## config.mk

```make
export PLATFORM = sky130hd
export DESIGN_NAME = ifu_fetch
export DESIGN_NICKNAME = d
export VERILOG_FILES = /design/src/rtl/ifu_fetch.sv
export SDC_FILE = /design/constraint.sdc
export NUM_CORES = 1
export LEC_CHECK = 0
export CAP_MARGIN = 10
export CORE_UTILIZATION = 45
export CTS_CLUSTER_DIAMETER = 30
export CTS_CLUSTER_SIZE = 25
export DETAILED_ROUTE_END_ITERATION = 8
export MAX_ROUTING_LAYER = met4
export PLACE_DENSITY = 0.88
export SYNTH_ARGS = -nofsm -noshare
export SYNTH_HDL_FRONTEND = slang
export SYNTH_SLANG_ARGS = --single-unit
```

## constraint.sdc

```tcl
create_clock -name clk -period 4 [get_ports clk]
set_input_delay 0.6 -clock clk [delete_from_list [all_inputs] [get_ports clk]]
set_output_delay 0.6 -clock clk [all_outputs]
set_load 0.005 [all_outputs]
```

## src/rtl/ifu_fetch.sv

```systemverilog
// rtl/ifu_fetch.sv - F-stage PC register and F/D pipeline register for the five-stage MIPS pipeline
// Optional fetch address-error check enabled by defining IFU_ADDR_CHECK_EN.
module ifu_fetch #(
    parameter logic [31:0] PC_RESET = 32'h0000_3000,
    parameter logic [31:0] IM_BASE  = 32'h0000_3000,
    parameter int          IM_DEPTH = 4096
) (
    input  logic        clk,
    input  logic        reset,
    input  logic        stall,
    input  logic        d_clear,
    input  logic        branch,
    input  logic [31:0] npc,
    output logic [31:0] im_addr,
    input  logic [31:0] im_rdata,
    output logic [31:0] F_pc,
    output logic [31:0] D_pc,
    output logic [31:0] D_instr,
    output logic [31:0] D_pc8,
    output logic        D_valid
`ifdef IFU_ADDR_CHECK_EN
    ,
    output logic        D_exc_adel
`endif
);

    logic [31:0] next_pc;

    // Memory samples next_pc on the same edge that loads F_pc, so im_rdata tracks F_pc.
    always_comb begin
        if (reset) begin
            next_pc = PC_RESET;
        end else if (stall) begin
            next_pc = F_pc;
        end else if (branch) begin
            next_pc = npc;
        end else begin
            next_pc = F_pc + 32'd4;
        end
    end

    assign im_addr = next_pc;

    always_ff @(posedge clk) begin
        if (reset) begin
            F_pc <= PC_RESET;
        end else begin
            F_pc <= next_pc;
        end
    end

`ifdef IFU_ADDR_CHECK_EN
    localparam logic [32:0] IM_LIMIT = {1'b0, IM_BASE} + (33'(IM_DEPTH) << 2);

    logic fetch_fault;
    assign fetch_fault = (F_pc[1:0] != 2'b00) || (F_pc < IM_BASE) || ({1'b0, F_pc} >= IM_LIMIT);
`else
    logic [31:0] unused_cfg;
    assign unused_cfg = IM_BASE ^ 32'(IM_DEPTH);
`endif

    // The delay-slot instruction in F always enters D; a redirect only steers the next fetch.
    always_ff @(posedge clk) begin
        if (reset) begin
            D_pc    <= PC_RESET;
            D_instr <= 32'h0;
            D_valid <= 1'b0;
`ifdef IFU_ADDR_CHECK_EN
            D_exc_adel <= 1'b0;
`endif
        end else if (!stall) begin
            if (d_clear) begin
                D_pc    <= PC_RESET;
                D_instr <= 32'h0;
                D_valid <= 1'b0;
`ifdef IFU_ADDR_CHECK_EN
                D_exc_adel <= 1'b0;
`endif
            end else begin
                D_pc    <= F_pc;
                D_valid <= 1'b1;
`ifdef IFU_ADDR_CHECK_EN
                D_instr    <= fetch_fault ? 32'h0 : im_rdata;
                D_exc_adel <= fetch_fault;
`else
                D_instr <= im_rdata;
`endif
            end
        end
    end

    assign D_pc8 = D_pc + 32'd8;

endmodule

```

Word-level counts from Yosys, hierarchy flattened. Index checks and enable logic that the tools add are counted.

Register bits after elaboration: 97. Latch bits: 0. RAM bits: 0. Memory bits (read-only): 0. Input bits: 69. Output and inout bits: 161. Word-level logic and storage cells: 12. Memories kept: 0.

$add $sub $neg: 2. $mul: 0. Divide/modulo/power cells: 0. Order comparisons: 0. Equality and inequality tests: 0. Shifts and indexed selects: 0. Muxes and demuxes: 6. Bitwise gates (word level): 0. Reductions and logical operators: 0.

Operators with widths (number): 32-bit two-way mux (5); 32-bit by 3-bit adder with 32-bit output, second input constant (1); 32-bit by 4-bit adder with 32-bit output, second input constant (1); 1-bit two-way mux (1).

Longest topological paths before layout.
Word-level depth: 4. Gate-level depth with buffers: 7. Mapped depth without buffers: 6.

Worst setup path before layout. No wires, ideal clock.

Kind: input-to-output. Start point: in stall. End point: out im_addr[9]. Arrival time: 1.741 ns. Required time: 3.400 ns. Path slack: 1.659 ns. Stages: 6. Buffers on the path: 3. Path through: clkbuf_1 inv_1 clkbuf_1 clkbuf_1 o21ai_0 a21oi_1.

Word-level cells in the longest chain between the ends: 2.

RTL lines: start, declared (line 10) `input logic stall,`; 32-bit two-way mux (line 33) `end else if (stall) begin`; 32-bit two-way mux (line 31) `if (reset) begin`; end, declared (line 14) `output logic [31:0] im_addr,`.

No other way between the ends.

Worst setup path after layout.
Start point: reg F_pc[4]. End point: out im_addr[29].

Word-level cells in the longest chain between the ends: 4.

RTL lines: start, declared (line 16) `output logic [31:0] F_pc,`; start signal, assigned (line 48) `F_pc <= next_pc;`; 32-bit by 3-bit adder with 32-bit output (line 38) `next_pc = F_pc + 32'd4;`; 32-bit two-way mux (line 35) `end else if (branch) begin`; 32-bit two-way mux (line 33); 32-bit two-way mux (line 31).

No other way between the ends.

==> results.yml <==
outcome:
  outcome: "complete, no violations"
hold_path:
  worstHoldPathType: "reg2reg"
  worst_hold_path.num_cells: 2
power_and_ir_drop:
  ir_worst_vdd_uv: 169.1
  power_frac_seq_pct: 51.8
  pwr_density_cell_nw_per_um2: 274.9
  internal-power_mw: 1.466
  net-switching-power_mw: 0.5726
  power.share.combinational_pct: 18.7
  p_leak_nw: 2.582
  power_switching_share_pct: 28.08
  power_frac_clock_pct: 29.5
routing:
  wl_um: 17040
  drt_first_iter_violations: 420
  remaining_drc_errors: 0
  ant_nets: 0
  drt_pass1_iterations: 6
  vias: 5526
  drt-vias-per-instance: 5.879
  post_drt_wl_per_cell_um: 18.13
cts:
  cts_root_buffer: "clkbuf_8"
  worst_skew_pair.late_latency_ns: 0.36
  clock_tree_from_tritoncts: "built"
  ctsLongestPathBuffers: 2
  ctsHtreeMaxLevel: 3
  cts.sink_count: 97
  path_clk_slew_ns: 0.10
  cts_repair_resize_count: 0
  cts_buffers: 9
  cts_setup_buffers: 0
  cts-hold-fix-buffers: 0
timing:
  setup_viol: 0
  slew_violations: 0
  layout_worst_path_cycle_share_pct: 88.44
  slew_headroom_pct: 35.60
  maxClockFrequency_mhz: 282.7
  finalHoldViolations: 0
  period_minus_slack_ns: 3.538
  rsz0062_at_grt: "false"
  timing_worst_slew_pin_value_ns: 0.9637
  final.setup_skew_ns: 0.01472
  timing.setup.tns_ns: 0
setup_path:
  timing.setup.critical_path_class: "reg2out"
  path_cells: "nand4_1, nor4_2, nand4_1, a211oi_1, clkdlybuf4s50_1"
  critPathMostFrequentCell: "nand4_1"
  timing.critical_path.max_delay_family: "simple AND/OR/NAND/NOR gates"
  timing.critical_path.required_ns: 3.40
  timing.critical_path.from_type: "flip-flop"
  worst-path-stages: 5
  critical_path.max_stage_delay_ns: 0.60
  critical_path.max_fanout: 10
  cp.buffers_inverters: 1
  timing.critical_path.arrival_ns: 2.94
  ff2ff_path_depth: 5
  crit_path_top_delay_cell: "nor4_2"
  setup.worst_path.end_class: "output port"
yosys:
  synth_sequential_area_ratio_pct: 39.78
  netlist_area_um2: 4881
  yosysWarningCount: 0
  synth_edf_count: 0
  ys_seq_elements: 97
  netlist_top_cells_count: "dfxtp_1, nor2_1, a22oi_1"
  synthFlopType: "dfxtp_1"
  netlist_top_cells_area: "dfxtp_1, a22oi_1, nor2_1"
  synthDistinctLibCells: 54
  nets_in_the_synthesized_netlist: 668
  post_synth_inst_count: 597
  synth_largest_type_area_fraction_pct: 39.78
  synth_async_sr_flop_share_pct: 0
  syn-mean-instance-area_um2: 8.176
  synth_most_common_cell: "dfxtp_1"
  synth_area_leader_cell: "dfxtp_1"
die:
  die_w_um: 106.1
  core_area_um2: 10420
  dieArea_um2: 11270
  design.portCount: 230
  floorplan.initialDensity_pct: 46.86
  placement_rows: 37
  chipHeight_um: 106.1
grt:
  number_of_global_route_vias_before_repair: 5319
  antenna_found_initial: 0
  groute.layer.met2.usage_pct: 51.72
  grt_overflow: 0
  grt_pass1_wl_um: 26790
  grt.total_usage_pct: 30.61
  grtUsageMet1_pct: 36.49
  gr-max-usage-layer: "met2"
  grt_start_max_net_pins: 48
  grt_use_met3_pct: 6.499
placement:
  gp_congestion: 0.9235
  buffer_ports.inserted: 229
  placed_cell_count: 924
  detailedPlacementHpwl_um: 12560
finish:
  share_of_final_layout_standard_cells_stronger_than_drive_strength_1_pct: 5.970
  nFillCells: 804
  stdcell_count: 940
  num_antenna_cells: 0
  area_delta_synth_final_pct: 51.94
  final_nets: 870
flow_run:
  drv_cap: 0
[layer usage]
layer / vias up / part of all wire, %
li1: 2616 / -
met3: 25 / 7.5
met2: 266 / 49
met1: 2619 / 42
met5: - / 0
met4: 0 / 1.7
[area by class of cell]
| cell class | count | area, um^2 | share of cell area (%) |
|---|---|---|---|
| clock buffers | 11 | 141.4 | 1.907 |
| multi-input cells | 440 | 2705 | 36.48 |
| clock inverters | 5 | 38.79 | 0.5230 |
| inverters | 9 | 33.78 | 0.4555 |
| repair buffers | 242 | 2385 | 32.16 |
| flip-flops and latches | 97 | 1942 | 26.19 |
| well taps | 136 | 170.2 | 2.295 |
[power by group through the flow]
stage	Clock [mW]	Combinational, mW	Sequential, mW
3_5_place_dp	0	0.379	1.08
3_3_place_gp	0	0.371	1.07
5_1_grt	0.646	0.411	1.06
2_1_floorplan	0	0.156	1.06
4_1_cts	0.607	0.381	1.05
6_report	0.602	0.381	1.06
[cell families after synthesis]
family | Yosys count | share of synthesized area (%)
simple gates | 231 | 23.76
compound gates | 174 | 24.94
flops | 97 | 39.78
buf+inv | 60 | 4.947
xor+xnor | 28 | 5.024
mux | 5 | 1.025
fa+ha+maj | 2 | 0.5126
[metrics by stage]
| step | worst slack, ns | hold WS [ns] | power (mW) | utilization (%) | instance area [um^2] |
|---|---|---|---|---|---|
| 2_1_floorplan | 1.659 | 0.4527 | 1.218 | - | 4881 |
| 3_3_place_gp | 0.8041 | 0.4711 | 1.445 | 69.47 | 7236 |
| 3_5_place_dp | 0.7817 | 0.4917 | 1.455 | 69.47 | 7236 |
| 4_1_cts | 0.4929 | 0.5085 | 2.042 | 71.20 | 7416 |
| 5_1_grt | 0.2866 | 0.5236 | 2.119 | 71.20 | 7416 |
| 6_report | 0.4624 | 0.4995 | 2.039 | 71.20 | 7416 |
[cells in the final DEF (no fill, tap or decap), types with 18 or more instances in the layout]
cell	instances
nand2_1	34
nor2_1	95
dfxtp_1	97
xnor2_1	23
clkdlybuf4s50_1	227
o21ai_0	18
nand4_1	22
a21oi_1	36
nand3_1	21
a22oi_1	69
[sequential cells by signal (all words and copies together) (netlist names)]
name     cells
D_pc        32
D_instr     32
D_valid      1
F_pc        32
[worst paths after layout]
path | start | end | slack, ns
setup / recovery | F_pc[4] | im_addr[29] | 0.46
hold / removal | D_valid | D_valid | 0.50
hold reg to reg | D_valid | D_valid | 0.50
setup reg to reg | F_pc[4] | F_pc[27] | 1.84
[tightest hold or removal path: cells and delay by family, from the launching register on]
kind             cells  cell delay [ns]
AO/OA/AOI/OAI        1             0.06
AND/OR/NAND/NOR      1             0.07
flip-flops           1             0.34
Note: power is estimated with default switching activity, not from simulation.
